$ cat src/rtl/pipe_ctrl_pkg.sv
// Shared definitions for the pipeline control unit of the 5-stage RV32I core.
package pipe_ctrl_pkg;

    // Data-memory wait FSM states.
    typedef enum logic {
        IDLE = 1'b0,
        WAIT = 1'b1
    } dmem_state_t;

    // Register x0 is hard-wired to zero, so a load into it never creates a hazard.
    localparam logic [4:0] REG_X0 = 5'd0;

    // Per-stage control pair driven into each inter-stage pipeline register.
    typedef struct packed {
        logic en;
        logic flush;
    } stage_ctrl_t;

endpackage : pipe_ctrl_pkg

$ cat src/rtl/pipe_ctrl_hazard_detect.sv
// Purely combinational load-use comparator between the EX load and the ID sources.
module hazard_detect
    import pipe_ctrl_pkg::*;
(
    input  logic [4:0] id_rs1,
    input  logic [4:0] id_rs2,
    input  logic       id_use_rs1,
    input  logic       id_use_rs2,
    input  logic [4:0] ex_rd,
    input  logic       ex_mem_read,
    output logic       load_use
);

    logic rs1_match;
    logic rs2_match;

    assign rs1_match = id_use_rs1 && (ex_rd == id_rs1);
    assign rs2_match = id_use_rs2 && (ex_rd == id_rs2);
    assign load_use  = ex_mem_read && (ex_rd != REG_X0) && (rs1_match || rs2_match);

endmodule : hazard_detect

$ cat src/rtl/pipe_ctrl.sv
// Pipeline control unit: stage enables/flushes, dmem wait FSM with timeout,
// and stall/flush event counters.
module pipe_ctrl
    import pipe_ctrl_pkg::*;
#(
    parameter int XLEN        = 32,
    parameter int TIMEOUT_CYC = 16
) (
    input  logic            clk,
    input  logic            rst,
    input  logic [4:0]      id_rs1,
    input  logic [4:0]      id_rs2,
    input  logic            id_use_rs1,
    input  logic            id_use_rs2,
    input  logic [4:0]      ex_rd,
    input  logic            ex_mem_read,
    input  logic            ex_branch_taken,
    input  logic            imem_ready,
    input  logic            mem_dmem_req,
    input  logic            dmem_ready,
    output logic            pc_en,
    output logic            en_if_id,
    output logic            en_id_ex,
    output logic            en_ex_mem,
    output logic            en_mem_wb,
    output logic            flush_if_id,
    output logic            flush_id_ex,
    output logic            flush_ex_mem,
    output logic            flush_mem_wb,
    output logic            mem_err,
    output logic [XLEN-1:0] stall_cnt,
    output logic [XLEN-1:0] flush_cnt
);

    localparam logic [7:0] WAIT_LAST = 8'(TIMEOUT_CYC - 1);

    dmem_state_t state_q, state_d;
    logic [7:0]  wait_cnt_q, wait_cnt_d;

    stage_ctrl_t if_id, id_ex, ex_mem, mem_wb;
    logic        load_use;
    logic        dmem_stall;
    logic        timeout;
    logic        stall_evt;
    logic        flush_evt;

    hazard_detect u_hazard_detect (
        .id_rs1      (id_rs1),
        .id_rs2      (id_rs2),
        .id_use_rs1  (id_use_rs1),
        .id_use_rs2  (id_use_rs2),
        .ex_rd       (ex_rd),
        .ex_mem_read (ex_mem_read),
        .load_use    (load_use)
    );

    assign dmem_stall = mem_dmem_req && !dmem_ready;

    // Priority-ordered hazard resolution, FSM next-state and wait counter update.
    always_comb begin
        // NOTE: every signal gets a default before any branch, so no latch can be inferred.
        pc_en      = 1'b1;
        if_id      = '{en: 1'b1, flush: 1'b0};
        id_ex      = '{en: 1'b1, flush: 1'b0};
        ex_mem     = '{en: 1'b1, flush: 1'b0};
        mem_wb     = '{en: 1'b1, flush: 1'b0};
        timeout    = 1'b0;
        stall_evt  = 1'b0;
        flush_evt  = 1'b0;
        state_d    = state_q;
        wait_cnt_d = wait_cnt_q;

        if (rst) begin
            // Clear every pipe register while reset is held.
            if_id.flush  = 1'b1;
            id_ex.flush  = 1'b1;
            ex_mem.flush = 1'b1;
            mem_wb.flush = 1'b1;
        end else if (state_q == WAIT && wait_cnt_q == WAIT_LAST && dmem_stall) begin
            // Abort the access: squash the MEM result and let the pipe move on.
            timeout      = 1'b1;
            mem_wb.flush = 1'b1;
        end else if (dmem_stall) begin
            // Freeze everything; EX holds, so a pending branch is acted on later.
            pc_en      = 1'b0;
            if_id.en   = 1'b0;
            id_ex.en   = 1'b0;
            ex_mem.en  = 1'b0;
            mem_wb.en  = 1'b0;
            stall_evt  = 1'b1;
        end else if (ex_branch_taken) begin
            // IF and ID hold wrong-path instructions.
            if_id.flush = 1'b1;
            id_ex.flush = 1'b1;
            flush_evt   = 1'b1;
        end else if (load_use) begin
            // Hold IF/ID one cycle and inject a bubble into EX.
            pc_en       = 1'b0;
            if_id.en    = 1'b0;
            id_ex.flush = 1'b1;
            stall_evt   = 1'b1;
        end else if (!imem_ready) begin
            // Nothing valid fetched: hold the PC and send a bubble into ID.
            pc_en       = 1'b0;
            if_id.flush = 1'b1;
            stall_evt   = 1'b1;
        end

        unique case (state_q)
            IDLE: begin
                if (dmem_stall) begin
                    state_d    = WAIT;
                    wait_cnt_d = 8'd1;
                end
            end
            WAIT: begin
                if (!mem_dmem_req || dmem_ready || timeout) begin
                    state_d = IDLE;
                end else begin
                    wait_cnt_d = wait_cnt_q + 8'd1;
                end
            end
            default: state_d = IDLE;
        endcase
    end

    // FSM state and wait counter registers.
    always_ff @(posedge clk) begin
        // NOTE: reset is synchronous and all state updates use non-blocking assignments.
        if (rst) begin
            state_q    <= IDLE;
            wait_cnt_q <= 8'd0;
        end else begin
            state_q    <= state_d;
            wait_cnt_q <= wait_cnt_d;
        end
    end

    // Event counters (wrap naturally) and the registered timeout pulse.
    always_ff @(posedge clk) begin
        if (rst) begin
            stall_cnt <= '0;
            flush_cnt <= '0;
            mem_err   <= 1'b0;
        end else begin
            if (stall_evt) stall_cnt <= stall_cnt + XLEN'(1);
            if (flush_evt) flush_cnt <= flush_cnt + XLEN'(1);
            mem_err <= timeout;
        end
    end

    assign en_if_id     = if_id.en;
    assign en_id_ex     = id_ex.en;
    assign en_ex_mem    = ex_mem.en;
    assign en_mem_wb    = mem_wb.en;
    assign flush_if_id  = if_id.flush;
    assign flush_id_ex  = id_ex.flush;
    assign flush_ex_mem = ex_mem.flush;
    assign flush_mem_wb = mem_wb.flush;

endmodule : pipe_ctrl

$ cat config.mk
export PLATFORM = sky130hd
export DESIGN_NAME = pipe_ctrl
export DESIGN_NICKNAME = d
export VERILOG_FILES = /design/src/rtl/pipe_ctrl_pkg.sv /design/src/rtl/pipe_ctrl_hazard_detect.sv /design/src/rtl/pipe_ctrl.sv
export SDC_FILE = /design/constraint.sdc
export NUM_CORES = 1
export LEC_CHECK = 0
export BUFFER_PORTS_ARGS = -buffer_cell sky130_fd_sc_hd__buf_2
export CAP_MARGIN = 20
export CORE_UTILIZATION = 30
export DETAILED_ROUTE_END_ITERATION = 7
export PLACE_DENSITY_LB_ADDON = 0.3
export SLEW_MARGIN = 20
export SYNTH_ARGS = -nofsm -noshare
export SYNTH_HDL_FRONTEND = slang
export SYNTH_SLANG_ARGS = --single-unit
$ cat constraint.sdc
create_clock -name clk -period 2.86 [get_ports clk]
set_clock_uncertainty 0.1 [all_clocks]
set_input_delay 0.572 -clock clk [delete_from_list [all_inputs] [get_ports clk]]
set_output_delay 0.572 -clock clk [all_outputs]
set_load 0.01 [all_outputs]
Yosys cells after proc, flatten, opt, wreduce, memory -nomap -nowiden. Index checks and enable logic that the tools add are counted.

Register bits: 74. Input bits: 24. Output and inout bits: 74. Word-level logic and storage cells: 72.

Add/sub/neg operators: 3. Eq/ne operators: 5. Multiplexer cells: 44. Bitwise logic cells: 1. Reduce and logical (&&, ||, !) cells: 14.

Operator list (count): $add A32 B1 Y32 const B (2); $mux W1 (38); $mux W8 (2); $pmux W8 S2 (1); $eq A5 B5 Y1 (2); $add A8 B1 Y8 const B (1); $eq A8 B4 Y1 const B (1); $logic_and A1 B1 Y1 (7); $reduce_bool A5 Y1 (1); $mux W2 (2); $ne A2 B2 Y1 const B (2); $logic_or A1 B1 Y1 (3); $logic_not A1 Y1 (2); $pmux W1 S2 (1); $reduce_and A2 Y1 (1); $not A1 Y1 (1).

Longest topological paths before layout.
Depth after elaboration: 9. Mapped depth: 9. Mapped depth without buffers: 7.

Hierarchy. From an unflattened synthesis, not the netlist that was laid out.

Cell total of the unflattened synthesis: 447. Area, all modules: 3807.4 um^2.

By module, submodules not included: pipe_ctrl (times used 1, cells each 430, area each 3673.5 um^2, seq. area each 1481.4 um^2); hazard_detect (times used 1, cells each 17, area each 133.9 um^2, seq. area each 0.0 um^2).

Worst setup path before layout. No wires, ideal clock.

Path kind: reg2out. From: register wait_cnt_q[4]. To: output pc_en. Data arrival time: 2.145 ns. Required time: 2.188 ns. Path slack: 0.043 ns. Cell stages (with the launch flop): 8. Path buffers: 3. Path through: dfxtp_1 -> or4b_1 -> or3_1 -> clkbuf_1 -> o31a_1 -> a31oi_4 -> buf_6 -> buf_6.

Longest elaborated chain between the ends: 5.

RTL lines: start, declared (RTL line pipe_ctrl.sv:38) `logic [7:0] wait_cnt_q, wait_cnt_d;`; start signal, assigned (RTL line pipe_ctrl.sv:135) `wait_cnt_q <= wait_cnt_d;`; $eq A8 B4 Y1 (RTL line pipe_ctrl.sv:79) `end else if (state_q == WAIT && wait_cnt_q == WAIT_LAST && dmem_stall) begin`; $logic_and A1 B1 Y1 (2 in series) (RTL line pipe_ctrl.sv:79); $mux W1 (RTL line pipe_ctrl.sv:79); $mux W1 (RTL line pipe_ctrl.sv:73) `if (rst) begin`; end, declared (RTL line pipe_ctrl.sv:21) `output logic pc_en,`.

Every way passes these cells.

Worst setup path after layout. Ends and elaborated chain as after synthesis.

==> out/metrics.csv <==
stage,metric,value,unit
outcome,outcome,"finished, violations left",
outcome,violations,negative setup slack,
finish,drive_gt1_frac,0.251,
grt,overflow,0,
worst_setup_path,cp-start-kind,flip-flop,
yosys,syn_inst,442,
worst_setup_path,cp_max_fo,4,
yosys,syn_nets,469,
grt,grt_pass1_wl,15000,µm
worst_hold_path,worstHoldPathType,reg -> reg,
sta,setup-violations-final,1,
floorplan,core_area,0.0117,mm²
floorplan,num_rows,39,
yosys,synthArstFlopShare,0,
clocking,htreeDepth,3,
floorplan,die_h,112,µm
drt,routedWlPerCell,13.3,µm
drt,postRouteAntennaNets,0,
drt,viasPerCell,5.13,
finish,utilization,0.400,
sta,drv_slew,0,
drt,route.detailed.drc,0,
clocking,clk_pin_slew,0.06,ns
clocking,cts_made_buffers,9,
grt,antenna_found_initial,0,
grt,grt_util_all_layers,0.148,
grt,grt_pass1_vias,3251,
clocking,clock_latency,0.34,ns
sta,hold_ws,0.388,ns
finish,synthToLayoutAreaGrowth,27.5,%
placement,gp_congestion,0.752,
drt,drt_pass1_iterations,4,
worst_setup_path,arrival,2.20,ns
yosys,synth-main-ff-cell,dfxtp_1,
clocking,cts_sinks,74,
finish,final_cells,684,
sta,tightest_slew,0.552,ns
power_and_ir_drop,power.total,2.53,mW
sta,max_clock_freq,0.348,GHz
power_and_ir_drop,powerDensity,543,mW/mm²
placement,io_buffers,97,
floorplan,die_x,112,µm
yosys,ys_ff_latch,74,
sta,hold_viol,0,
sta,grt_setup_unrepaired,yes,
sta,finalCritPeriodShare,1.01,
clocking,cts_tree,done,
placement,dpl.hpwl,6430,µm
drt,drt-initial-drc-count,169,
yosys,avgSynthCellArea,8.27,µm²
job,max_cap_viol_count,0,
power_and_ir_drop,peakVddDrop,250,µV
finish,nets,563,
finish,diodes,0,
clocking,hold_buffers,0,
floorplan,io_pins,98,
yosys,ys_seq_area_frac,0.405,
grt,grt_max_degree,45,
worst_setup_path,endpoint_kind,output pin,
yosys,synth_area,0.00366,mm²
sta,fin_ws,-0.0151,ns
sta,relSlewSlack,0.632,
yosys,netlist-cell-type-count,42,
worst_setup_path,setup.worst_path.class,reg -> out,
yosys,synth_edf_count,0,
worst_setup_path,critPathRequiredTime,2.19,ns
drt,vias,3508,
floorplan,initial_core_util,0.314,
clocking,clk_path_buf_depth,2,
placement,dp.cells,667,
floorplan,die_area,0.0126,mm²
sta,post-route-min-period,2.88,ns
power_and_ir_drop,power_leakage,1.81,nW
clocking,root_buffer,clkbuf_16,
yosys,yosys_warnings,0,
drt,drt_wl_total,9080,µm
## state kept, by name (all words and copies together), names as in the netlist
name	flops
state_q	1
wait_cnt_q	8
flush_cnt	32
stall_cnt	32
mem_err	1
## final timing paths
check	cells past startpoint	slack (ns)	start	endpoint
hold / removal	2	0.39	stall_cnt[17]	stall_cnt[17]
setup / recovery	5	-0.02	wait_cnt_q[4]	pc_en
hold reg to reg	2	0.39	stall_cnt[17]	stall_cnt[17]
setup reg to reg	8	0.26	wait_cnt_q[4]	stall_cnt[31]
## critical path, stage by stage, from the launching register on
cell and delay (ns):
dfxtp_2 0.33, or4b_4 0.54, or3_4 0.34, o31a_1 0.29
a31oi_4 0.23, buf_6 0.14
## kinds of logic (layout without fill, tap and decap cells)
logic type | Yosys count | in the layout | share of synthesized area
AOI/OAI and AO/OA | 99 | 99 | 0.158
xor gates and xnor gates | 35 | 35 | 0.0838
adders and majority gates | 3 | 3 | 0.0103
buffers and inverters | 32 | 131 | 0.0445
DFF | 74 | 74 | 0.405
muxes | 3 | 3 | 0.00821
and+or+nand+nor | 196 | 196 | 0.290
## cells in the mapped netlist (6+ instances only)
cell type / n / share of area
dfxtp_1: 74 / 0.41
a21oi_1: 46 / 0.063
nor2_1: 35 / 0.036
nand2_1: 31 / 0.032
nand3_1: 29 / 0.040
or3_1: 28 / 0.048
o21ai_0: 23 / 0.031
nand4_1: 19 / 0.032
clkbuf_1: 18 / 0.018
xor2_1: 18 / 0.043
xnor2_1: 17 / 0.041
or4_1: 13 / 0.027
o31ai_1: 12 / 0.025
and3_1: 10 / 0.017
and4_1: 8 / 0.019
nor3_1: 8 / 0.011
o21ai_1: 7 / 0.0096
inv_1: 6 / 0.0062
## cell usage in the layout, fill, tap and decap left out, drive strengths merged
cell,Yosys,routed
xor2,18,18
or3,28,28
a31oi,2,2
clkbuf,18,11
nand2b,2,2
or4b,2,2
o21bai,1,1
o21a,1,1
buf,8,109
nor2b,2,2
ha,3,3
dfxtp,74,74
o31a,2,2
nand2,31,31
o41ai,1,1
o21ba,1,1
mux2i,3,3
nand3,29,29
inv,6,8
and3,10,10
or2,2,2
or4,13,13
nor2,35,35
and4,8,8
a21oi,46,46
o21ai,30,30
nor4,1,1
a21o,1,1
o22ai,1,1
o31ai,12,12
o211ai,1,1
bufinv,0,3
nor3,8,8
and3b,1,1
and2,5,5
nand4,19,19
xnor2,17,17
## where the power goes
group	total, mW	switching, mW	internal, mW	leakage (nW)
Sequential	1.04	0.00757	1.04	0.598
Clock	1.36	0.451	0.906	0.177
Combinational	0.132	0.0780	0.0538	1.03
## area by class of cell
cell class / count / area, µm²
Clock buffer: 11 / 253
Timing Repair Buffer: 109 / 594
Tap cell: 143 / 179
Clock inverter: 5 / 108
Multi-Input combinational cell: 336 / 2020
Sequential cell: 74 / 1490
Fill cell: 1194 / 7000
Inverter: 6 / 22.5
## per-stage QoR
step / area (µm²) / TNS (ns) / worst slack [ns]
after global placement: 4280 / 0 / 0.168
after floorplan: 3660 / 0 / 0.0433
final: 4660 / -0.0151 / -0.0151
after detailed placement: 4280 / 0 / 0.0956
after global routing: 4660 / -0.0676 / -0.0676
after CTS: 4660 / -0.0252 / -0.0252
## per-layer routing
metal  part of all wire  GRT usage  routed length (µm)
met2               0.46      0.238                4210
met3              0.044     0.0459                 397
met5                  0          0                   0
met4              0.021     0.0702                 191
met1               0.47      0.179                4280
## what timing repair did
action	4_1_cts	5_1_grt
pin swaps	1	0
endpoints found under the hold margin	0	0
setup buffers	1	0
endpoints found under the setup margin	1	1
resized for setup	5	1
No activity file was read; power rests on OpenSTA's default activity.
